===== config.mk =====
export PLATFORM = sky130hd
export DESIGN_NAME = pipe_stall_ctrl
export DESIGN_NICKNAME = d
export VERILOG_FILES = /design/src/rtl/pipe_pkg.sv /design/src/rtl/pipe_stall_ctrl.sv
export SDC_FILE = /design/constraint.sdc
export NUM_CORES = 1
export LEC_CHECK = 0
export CORE_AREA = 2 2 46 44
export DETAILED_ROUTE_END_ITERATION = 10
export DIE_AREA = 0 0 48 46
export PLACE_DENSITY = 0.69
export RECOVER_POWER = 25
export SYNTH_ARGS = -nofsm -noshare
export SYNTH_HDL_FRONTEND = slang
export SYNTH_SLANG_ARGS = --single-unit

===== constraint.sdc =====
create_clock -name clk -period 1.5 [get_ports clk]
set_input_delay 0.3 -clock clk [delete_from_list [all_inputs] [get_ports clk]]
set_output_delay 0.3 -clock clk [all_outputs]
set_load 0.02 [all_outputs]

===== src/rtl/pipe_pkg.sv =====
// Shared types and constants for the pipeline stall controller.
//   stall_state_t       : FSM state encoding (RUN=0, MEM_WAIT=1, FLUSH=2, HAZ=3)
//   MEM_TIMEOUT_DEFAULT : default consecutive memory-wait limit before timeout
package pipe_pkg;

  typedef enum logic [1:0] {
    StRun     = 2'd0,
    StMemWait = 2'd1,
    StFlush   = 2'd2,
    StHaz     = 2'd3
  } stall_state_t;

  localparam int unsigned MEM_TIMEOUT_DEFAULT = 255;

endpackage


===== src/rtl/pipe_stall_ctrl.sv =====
// Pipeline stall/flush controller for a 5-stage in-order pipeline.
// Arbitrates memory wait > taken branch > data hazard and drives the
// freeze/flush/bubble controls combinationally from the current state and inputs.
//
// Ports:
//   clk, rst          : clock, asynchronous active-high reset
//   hazard_detection  : data-hazard stall request
//   branch_taken      : taken branch resolved in EXE
//   mem_req/mem_ready : MEM stage access and its completion
//   freeze_pc, freeze_ifid, flush_ifid, bubble_idex, freeze_back : pipeline controls
//   mem_timeout       : sticky memory-timeout flag (cleared only by reset)
//   stall_count       : stall/flush cycle counter (only with STALL_CNT_EN)
//   state_o           : current FSM state
//
// Build option: define STALL_CNT_EN to add the stall_count output and counter.
module pipe_stall_ctrl
  import pipe_pkg::*;
#(
  parameter int unsigned MEM_TIMEOUT = MEM_TIMEOUT_DEFAULT,
  parameter int unsigned CNT_W       = 32
) (
  input  logic             clk,
  input  logic             rst,
  input  logic             hazard_detection,
  input  logic             branch_taken,
  input  logic             mem_req,
  input  logic             mem_ready,
  output logic             freeze_pc,
  output logic             freeze_ifid,
  output logic             flush_ifid,
  output logic             bubble_idex,
  output logic             freeze_back,
  output logic             mem_timeout,
`ifdef STALL_CNT_EN
  output logic [CNT_W-1:0] stall_count,
`endif
  output logic [1:0]       state_o
);

  localparam int unsigned WAIT_W = (MEM_TIMEOUT < 1) ? 1 : $clog2(MEM_TIMEOUT + 1);
  localparam logic [WAIT_W-1:0] WAIT_MAX = WAIT_W'(MEM_TIMEOUT);

  stall_state_t      state_q, state_d;
  logic [WAIT_W-1:0] wait_cnt_q, wait_cnt_d;
  logic              timeout_q, timeout_d;
  logic              mem_wait;

  assign mem_wait = mem_req & ~mem_ready;

  always_comb begin
    state_d     = state_q;
    freeze_pc   = 1'b0;
    freeze_ifid = 1'b0;
    flush_ifid  = 1'b0;
    bubble_idex = 1'b0;
    freeze_back = 1'b0;

    // Outputs are forced low while reset is held, independent of other inputs.
    if (!rst) begin
      if (mem_wait) begin
        freeze_pc   = 1'b1;
        freeze_ifid = 1'b1;
        freeze_back = 1'b1;
        state_d     = StMemWait;
      end else if (branch_taken) begin
        flush_ifid  = 1'b1;
        bubble_idex = 1'b1;
        state_d     = StFlush;
      end else if (hazard_detection && (state_q != StFlush)) begin
        // In FLUSH the instruction raising the hazard is the squashed one.
        freeze_pc   = 1'b1;
        freeze_ifid = 1'b1;
        bubble_idex = 1'b1;
        state_d     = StHaz;
      end else begin
        state_d     = StRun;
      end
    end
  end

  // The wait counter counts every cycle of an uninterrupted memory wait,
  // including the one that enters MEM_WAIT, so timeout follows the Nth wait cycle.
  always_comb begin
    wait_cnt_d = '0;
    if (mem_wait) begin
      wait_cnt_d = (wait_cnt_q == WAIT_MAX) ? wait_cnt_q : wait_cnt_q + WAIT_W'(1);
    end
    timeout_d = timeout_q | (mem_wait && (wait_cnt_d == WAIT_MAX));
  end

  always_ff @(posedge clk or posedge rst) begin
    if (rst) begin
      state_q    <= StRun;
      wait_cnt_q <= '0;
      timeout_q  <= 1'b0;
    end else begin
      state_q    <= state_d;
      wait_cnt_q <= wait_cnt_d;
      timeout_q  <= timeout_d;
    end
  end

  assign mem_timeout = timeout_q;
  assign state_o     = state_q;

`ifdef STALL_CNT_EN
  logic [CNT_W-1:0] stall_cnt_q;

  // Wraps naturally on overflow.
  always_ff @(posedge clk or posedge rst) begin
    if (rst) begin
      stall_cnt_q <= '0;
    end else if (freeze_pc || flush_ifid) begin
      stall_cnt_q <= stall_cnt_q + CNT_W'(1);
    end
  end

  assign stall_count = stall_cnt_q;
`endif

endmodule


==> run metrics <==
run status finished, final reports clean; Hold Violations, Final 0; grt ovf 0; minimum clock period 1.457 ns; # diodes 0; syn_nets 89; Distinct cells, synth 32; register bit total from synthesis 11; Worst Tran Pin Value 0.5878 ns; Mapped Area 706.9 um2; Rel. slew slack 60.81%; P_sw 0.1814 mW; CTS tree built; pwr dens 639.6 nW/um2; crit path max fanout 3; CTS buffer count 3; total die area 2208 um2; H-tree levels 1; P_int 0.4773 mW; max_cap viols 0; required time of the critical path 1.20 ns; Max VDD drop 0.4551 mV; fin cells 137; number of global-route vias before repair 665; placed insts 132; final WL 1621 um; clock slew at reported path FFs 0.07 ns; HP Class in -> async; Max Transition Viols Final 0; Post-synth EDFFs 0; setup TNS 0 ns; most used flip-flop cell after synthesis dfrtp_1; startpoint types flop; Hold-fix buffers, CTS 0; Layout Skew 0.003573 ns; placed cell areas 967.2 um2; CP Capture Type primary output; row cnt 15; root buf cell clkbuf_4; DRC 0; Max stage delay cell, worst path dfrtp_1; Synth top area share 38.94%; dominant cells by area after synthesis dfrtp_1 (39%), buf_4 (4.2%), nor2_1 (4.2%); Gate Count Post-Synth 82; mean post-synth cell area 8.621 um2; Leakage 0.4797 nW; Wirelength per Cell 11.83 um; critical path class reg -> out; initial antenna violation count 0; crit path cell chain buf_4 -> dlygate4sd2_1; Post-Layout Inst Area 1030 um2; Initial Utilization 39.65%; most frequent cells after synthesis dfrtp_1 (11), nor2_1 (8), nand2_1 (7); Gate power share 21.4%; Final Setup Violations 0; clock share of power 30.6%; first-pass GRT wire length 2856 um; CP Buf/Inv Count 2; Die Y 46 um; period utilization 97.15%; hpwl dp 1263 um; Synth area leader dfrtp_1; CTS Buffer Depth 2; clock sinks 11; Via Count 682; sequential fraction of design power 48.0%; Max Clk Rate 686.3 MHz; Ports 14; core area 1783 um2; fraction of layout cells with a size suffix above 1 35.71%; count of buffers from port buffering 13; Synth-to-Final Area Change 45.66%; Die W 48 um; global placement routability congestion 0.8471; top-count cell post-synth dfrtp_1; Worst path max stage delay 0.41 ns; Clock Latency Late Sink 0.27 ns; Vias per Instance 4.978; initial DRC count 20; 1st-pass router iterations 4; Final ANT Viol Nets 0; Worst path top cell family by delay buffers and inverters; Synth warnings 0; filler cell count 156; Worst Path Arrival 1.16 ns; RSZ-0062 raised after global routing true; Sw Ratio 27.53%; all-layer global routing usage 18.16%; nets 120; pin count of the biggest net entering global routing 12; FFs w/ async S/R, synth 100.0%; sequential area share after synthesis 38.94%
## worst register-to-register path, cell delays in order, from the launching register on
cell and delay [ns]:
dfrtp_2 0.41, and3_2 0.26, a41o_1 0.20, o311ai_2 0.13, o41ai_2 0.32
## metal layers
metal	vias to the layer above	part of all wire (%)	GRT usage (%)
li1	357	-	-
met1	319	49	23.19
met2	6	48	29.87
met3	0	3.0	5.952
met4	0	0	3.243
met5	-	0	0
## registers in the layout, summed over array words and instances (netlist names)
register	flops
wait_cnt_q	8
mem_timeout	1
state_o	2
## worst paths after layout
path / startpoint / to / slack [ns] / depth (start not counted)
min in group clk: mem_timeout / mem_timeout / 0.46 / 2
max in group asynchronous: rst / wait_cnt_q[1] / 0.71 / 3
hold reg to reg: mem_timeout / mem_timeout / 0.46 / 2
setup / recovery: state_o[1] / state_o[1] / 0.04 / 2
setup reg to reg: wait_cnt_q[1] / mem_timeout / 0.07 / 4
hold / removal: rst / wait_cnt_q[4] / 0.38 / 3
## placed cells by master (no fill, tap or decap), types with 3 or more instances in the layout
cell,synthesis,layout
buf_4,4,19
clkbuf_4,0,3
dfrtp_1,11,9
dlygate4sd2_1,0,8
inv_1,4,4
nand2_1,7,7
nand3_1,5,5
nor2_1,8,8
o21ai_0,5,5
## power by group through the flow
| stage | Combinational (mW) | Clock (mW) | Sequential [mW] |
|---|---|---|---|
| final | 0.141 | 0.202 | 0.316 |
| after global routing | 0.153 | 0.226 | 0.317 |
| after CTS | 0.135 | 0.212 | 0.313 |
| after detailed placement | 0.142 | 0 | 0.318 |
| after global placement | 0.141 | 0 | 0.317 |
| after floorplan | 0.0498 | 0 | 0.329 |
## timing repair
item,in CTS,in global routing
resized for setup,32,9
pin swaps,1,1
setup endpoints to repair,9,7
buffers inserted,1,0
## stage by stage
stage / util [%] / power [mW] / hold WS (ns) / setup slack, ns
global placement: 54.25 / 0.4577 / 0.4471 / -0.6154
detailed placement: 54.25 / 0.4601 / 0.4441 / -0.6490
finish: 57.75 / 0.6586 / 0.3762 / 0.04282
CTS: 56.49 / 0.6598 / 0.2247 / -0.009770
global route: 57.75 / 0.6953 / 0.4713 / -0.03005
floorplan: - / 0.3785 / 0.1577 / 0.01251
## kinds of logic after synthesis
| kind of cell | after synthesis | synth area share [%] |
|---|---|---|
| AO/OA/AOI/OAI | 20 | 20.53 |
| XOR/XNOR | 1 | 1.239 |
| adder cells (fa/ha/maj) | 1 | 1.770 |
| buffers and inverters | 9 | 6.902 |
| flip-flops | 11 | 38.94 |
| multiplexers | 1 | 1.416 |
| AND/OR/NAND/NOR | 39 | 29.21 |
## area by class of cell
type | instances | area, um2 | area share [%]
repair buffers | 31 | 242.7 | 23.57
flip-flops and latches | 11 | 277.8 | 26.97
inverters | 4 | 15.01 | 1.458
clock inverters | 1 | 5.005 | 0.4860
clock buffers | 3 | 22.52 | 2.187
well taps | 25 | 31.28 | 3.038
multi-input cells | 62 | 435.4 | 42.28
Note: power is estimated with default switching activity, not from simulation.
